===== src/rtl/output_buffer_pkg.sv =====
// Shared constants and pointer helpers for the output_buffer circular store.
package output_buffer_pkg;
  localparam int OB_DATA_W = 8;
  localparam int OB_SLOTS  = 5;

  // Pointer width; a 1-bit pointer still works when the depth would give 0 bits.
  function automatic int ptr_w(input int slots);
    return (slots > 2) ? $clog2(slots) : 1;
  endfunction

  // Advances a pointer and wraps it at slots-1, so depths that are not a power of 2 work.
  function automatic int ptr_inc(input int p, input int slots);
    return (p == slots - 1) ? 0 : p + 1;
  endfunction
endpackage


===== src/rtl/output_buffer_mem.sv =====
// Storage array for output_buffer: one synchronous write port and one registered read port.
// Only the read register is reset. The storage contents keep their values through reset.
module output_buffer_mem
  import output_buffer_pkg::*;
#(
  parameter int DATA_W = OB_DATA_W,
  parameter int SLOTS  = OB_SLOTS,
  parameter int PW     = ptr_w(SLOTS)
) (
  input  logic              clk,
  input  logic              rst,
  input  logic              we,
  input  logic [PW-1:0]     waddr,
  input  logic [DATA_W-1:0] wdata,
  input  logic              re,
  input  logic [PW-1:0]     raddr,
  output logic [DATA_W-1:0] rdata
);
  logic [SLOTS-1:0][DATA_W-1:0] mem;

  always_ff @(posedge clk) begin
    if (we) mem[waddr] <= wdata;
  end

  always_ff @(posedge clk) begin
    if (rst)     rdata <= '0;
    else if (re) rdata <= mem[raddr];
  end
endmodule


===== src/rtl/output_buffer.sv =====
// Output buffer at a router port: a FIFO store with a write acknowledge and a registered read port.
// Optional macro OUTPUT_BUFFER_OVERFLOW_EN adds a sticky overflow output.
module output_buffer
  import output_buffer_pkg::*;
#(
  parameter int DATA_W = OB_DATA_W,
  parameter int SLOTS  = OB_SLOTS,
  localparam int CW    = $clog2(SLOTS + 1),
  localparam int PW    = ptr_w(SLOTS)
) (
  input  logic              clk,
  input  logic              rst,
  input  logic              en,
  input  logic [DATA_W-1:0] data,
  output logic              data_stored,
  input  logic              rd_en,
  output logic [DATA_W-1:0] rd_data,
  output logic              rd_valid,
  output logic              full,
  output logic              empty,
  output logic [CW-1:0]     count
`ifdef OUTPUT_BUFFER_OVERFLOW_EN
  ,
  output logic              overflow
`endif
);
  logic [PW-1:0] wr_ptr, rd_ptr;
  logic          wr_fire, rd_fire;

  assign full    = (count == CW'(SLOTS));
  assign empty   = (count == '0);
  assign rd_fire = rd_en && !empty;
  // A write to a full buffer is accepted only when a read frees a slot on the same edge.
  assign wr_fire = en && (!full || rd_fire);

  output_buffer_mem #(.DATA_W(DATA_W), .SLOTS(SLOTS), .PW(PW)) u_mem (
    .clk   (clk),
    .rst   (rst),
    .we    (wr_fire && !rst),
    .waddr (wr_ptr),
    .wdata (data),
    .re    (rd_fire && !rst),
    .raddr (rd_ptr),
    .rdata (rd_data)
  );

  always_ff @(posedge clk) begin
    if (rst) begin
      wr_ptr      <= '0;
      rd_ptr      <= '0;
      count       <= '0;
      data_stored <= 1'b0;
      rd_valid    <= 1'b0;
    end else begin
      data_stored <= wr_fire;
      rd_valid    <= rd_fire;
      if (wr_fire) wr_ptr <= PW'(ptr_inc(int'(wr_ptr), SLOTS));
      if (rd_fire) rd_ptr <= PW'(ptr_inc(int'(rd_ptr), SLOTS));
      case ({wr_fire, rd_fire})
        2'b10:   count <= count + 1'b1;
        2'b01:   count <= count - 1'b1;
        default: count <= count;
      endcase
    end
  end

`ifdef OUTPUT_BUFFER_OVERFLOW_EN
  always_ff @(posedge clk) begin
    if (rst)                          overflow <= 1'b0;
    else if (en && full && !rd_fire)  overflow <= 1'b1;
  end
`endif
endmodule


===== config.mk =====
export PLATFORM = sky130hd
export DESIGN_NAME = output_buffer
export DESIGN_NICKNAME = d
export VERILOG_FILES = /design/src/rtl/output_buffer_pkg.sv /design/src/rtl/output_buffer_mem.sv /design/src/rtl/output_buffer.sv
export SDC_FILE = /design/constraint.sdc
export NUM_CORES = 1
export LEC_CHECK = 0
export CAP_MARGIN = 15
export CORE_MARGIN = 8
export CORE_UTILIZATION = 25
export CTS_CLUSTER_DIAMETER = 60
export DETAILED_ROUTE_END_ITERATION = 16
export GPL_TIMING_DRIVEN = 0
export PLACE_DENSITY = 0.42
export SLEW_MARGIN = 20
export SYNTH_ARGS = -nofsm -noshare
export SYNTH_HDL_FRONTEND = slang
export SYNTH_SLANG_ARGS = --single-unit

===== constraint.sdc =====
create_clock -name clk -period 2.8 [get_ports clk]
set_input_delay 0.28 -clock clk [delete_from_list [all_inputs] [get_ports clk]]
set_output_delay 0.28 -clock clk [all_outputs]
set_load 0.02 [all_outputs]

==> flow_summary.yaml <==
global_route:
  globalRouteTotalUtil_pct: 8.882
  grt_antenna_before_repair: 0
  grt_pass1_wl_um: 8493
  grt_start_max_net_pins: 12
  grt_pass1_vias: 1554
  grt_overflow: 0
die:
  num_io_pins: 27
  die_w_um: 114.3
  fp-row-count: 36
  die_h_um: 114.3
  start_util_pct: 25.18
  dieArea_um2: 13070
  coreArea_um2: 9594
yosys:
  synth_top_area_share_pct: 49.72
  synth_top_flop_cell: "edfxtp_1"
  synth_cell_types: 30
  synthTopCellsByCount: "edfxtp_1, nor2_1, dfxtp_1"
  synth.most_common_cell: "edfxtp_1"
  synth_edf_count: 40
  yosysWarnings: 0
  seq_area_frac_synth_pct: 65.46
  ys_top_cells_by_area: "edfxtp_1, dfxtp_1, mux2i_1"
  synthesis.instances: 189
  ys_ff_latch: 59
  async_flop_share_pct: 0
  syn_avg_cell_area_um2: 12.78
  synth_top_cell_by_area: "edfxtp_1"
  synth_fp_nets: 207
  mappedNetlistArea_um2: 2416
worst_setup_path:
  path_cells: "o31ai_4, inv_2, buf_2, ha_1, inv_1, fa_1, xor2_1, or3_1, a21oi_1"
  critPathRequiredTime_ns: 3.08
  crit_slowest_cell: "dfxtp_1"
  critPathLaunchType: "register"
  r2r_slack_ns: 0.35
  reg2reg_depth: 9
  critPathCaptureType: "register"
  path_max_fanout: 10
  worstReg2RegStart: "count[1]$_SDFFE_PP0P_"
  crit_type: "register to register"
  arrival_ns: 2.73
  critPathMaxStageDelay_ns: 0.53
  r2r_end: "count[2]$_SDFFE_PP0P_"
clock_tree:
  clock_path_buffers: 2
  hold_buffers: 0
  clkSlewWorstSetupHoldPaths_ns: 0.08
  cts_buffers: 9
  post_cts_buffers: 0
  clkLatencyLatePin_ns: 0.34
  clock_sinks: 59
  clockRootBuffer: "clkbuf_8"
  cts_max_level: 3
  cts_tree: "yes"
  cts_resized: 0
pwr:
  ir_worst_vdd_v: 0.0002407
  finalPower_uw: 2632
  cellPowerDensity_nw_per_um2: 860.8
  p_leak_uw: 0.0009953
cells_and_area:
  diodes: 0
  nets: 246
  area_growth_pct: 26.57
  drive_gt1_share_pct: 11.59
sta:
  fin_crit_sh_pct: 87.59
  finalHoldViolations: 0
  max_slew.worst_pin.slew_ns: 0.7949
  maxClockFrequency_mhz: 407.7
  rsz0062_at_grt: "false"
  finalMaxSlewViolations: 0
  setup_viol: 0
  hold_ws_ns: 0.4894
  tns_ns: 0
  period_minus_slack_ns: 2.453
  setup_ws_ns: 0.3475
  relSlewSlack_pct: 46.81
  fin_worst_skew_ns: 0.01010
route:
  vias: 1560
  drt_iter0_drc: 101
  vias_per_cell: 4.262
  routed_wl_um: 5391
  dr.pass1.iters: 4
  avgRoutedWirePerCell_um: 14.73
  drc: 0
  ant_nets: 0
placement:
  dp_slack_ns: 0.02232
  portBuffers: 26
  gp_congestion: 0.6976
  dp_hpwl_um: 3563
min_path:
  worstHoldPathType: "register to register"
  whs_path_depth: 2
  hold_path.startpoint: "u_mem.rdata[1]$_SDFFE_PP0P_"
  hold_end: "u_mem.rdata[1]$_SDFFE_PP0P_"
run_status:
  outcome: "finished, final reports clean"
flow_run:
  drv_cap: 0
## cell type report
class                           count  area, µm²
Tap cell                          133      166.4
Clock inverter                      7      68.82
Buffer                              8      42.54
Multi-Input combinational cell    114      774.5
Timing Repair Buffer               28      270.3
Sequential cell                    59       1582
Inverter                            8      30.03
Fill cell                         985       6536
Clock buffer                        9      123.9
## critical path: cells and delay by family, from the launching register on
family | cells | cell delay, ns
DFF | 1 | 0.53
xor gates and xnor gates | 1 | 0.16
buffers and inverters | 3 | 0.51
AOI/OAI and AO/OA | 2 | 0.29
and+or+nand+nor | 1 | 0.30
adders and majority gates | 2 | 0.60
## where the power goes
group / internal (µW) / switching (µW)
Clock: 407 / 357
Combinational: 341 / 436
Sequential: 1020 / 72.9
Total: 1770 / 867
## how the worst max path moves through the flow
stage,start,endpoint,slack (ns),cells after the start
detailed placement,rd_en,count[2]$_SDFFE_PP0P_,0.02,10
global placement,rd_en,u_mem.mem[22]$_DFFE_PP_,-0.55,4
floorplan,count[0]$_SDFFE_PP0P_,count[2]$_SDFFE_PP0P_,0.51,8
CTS,count[1]$_SDFFE_PP0P_,count[2]$_SDFFE_PP0P_,0.33,9
global route,count[1]$_SDFFE_PP0P_,count[2]$_SDFFE_PP0P_,0.22,9
finish,count[1]$_SDFFE_PP0P_,count[2]$_SDFFE_PP0P_,0.35,9
## per-stage QoR
step / utilization (%) / instances / cell area (µm²)
floorplan: - / 189 / 2416
global placement: 29.63 / 348 / 2843
detailed placement: 29.86 / 350 / 2865
CTS: 31.87 / 366 / 3058
global route: 31.87 / 366 / 3058
finish: 31.87 / 366 / 3058
## sequential cells by signal, indices dropped and copies added, names as in the netlist
| signal | cells |
|---|---|
| count | 3 |
| data_stored | 1 |
| rd_ptr | 3 |
| rd_valid | 1 |
| u_mem.mem | 40 |
| u_mem.rdata | 8 |
| wr_ptr | 3 |
## per-layer routing
layer | GRT usage, % | share of wire (%) | wire length (µm) | up-vias
met4 | 5.058 | 1.9 | 101 | 0
met2 | 13.33 | 46 | 2465 | 52
met5 | 0 | 0 | 0 | -
li1 | - | - | - | 769
met3 | 3.534 | 8.3 | 448 | 7
met1 | 10.58 | 44 | 2376 | 732
## cell families (layout without fill, tap and decap cells)
kind of cell,count (synthesis),after routing,share of synthesized area [%]
AO/OA/AOI/OAI,38,38,9.477
adder cells (fa/ha/maj),6,6,3.418
flip-flops,59,59,65.46
buffers and inverters,16,60,3.003
multiplexers,17,17,7.043
AND/OR/NAND/NOR,51,51,10.88
XOR/XNOR,2,2,0.7251
## cell usage in the layout (no fill, tap or decap)
cell type        instances
a211oi_1                 1
nand2b_1                 1
clkinv_4                 1
dfxtp_1                 19
nand3_1                  1
clkinv_2                 3
buf_4                    1
inv_1                    6
edfxtp_1                40
buf_2                    3
nor2_1                  21
nor3_1                  10
bufinv_16                1
a21oi_1                 15
o31ai_4                  2
clkbuf_1                 5
nand3b_1                 8
nand2_1                  3
clkinv_1                 1
mux2i_1                 17
clkbuf_8                 9
o21ai_0                 18
o21ai_1                  1
xor2_1                   2
clkdlybuf4s50_1         26
inv_2                    1
ha_1                     5
or3_1                    1
nor4b_2                  2
a211o_1                  1
or3b_1                   1
nand2_2                  1
clkinvlp_4               2
and3_1                   2
fa_1                     1
buf_6                    1
(Power assumes the default switching activity.)
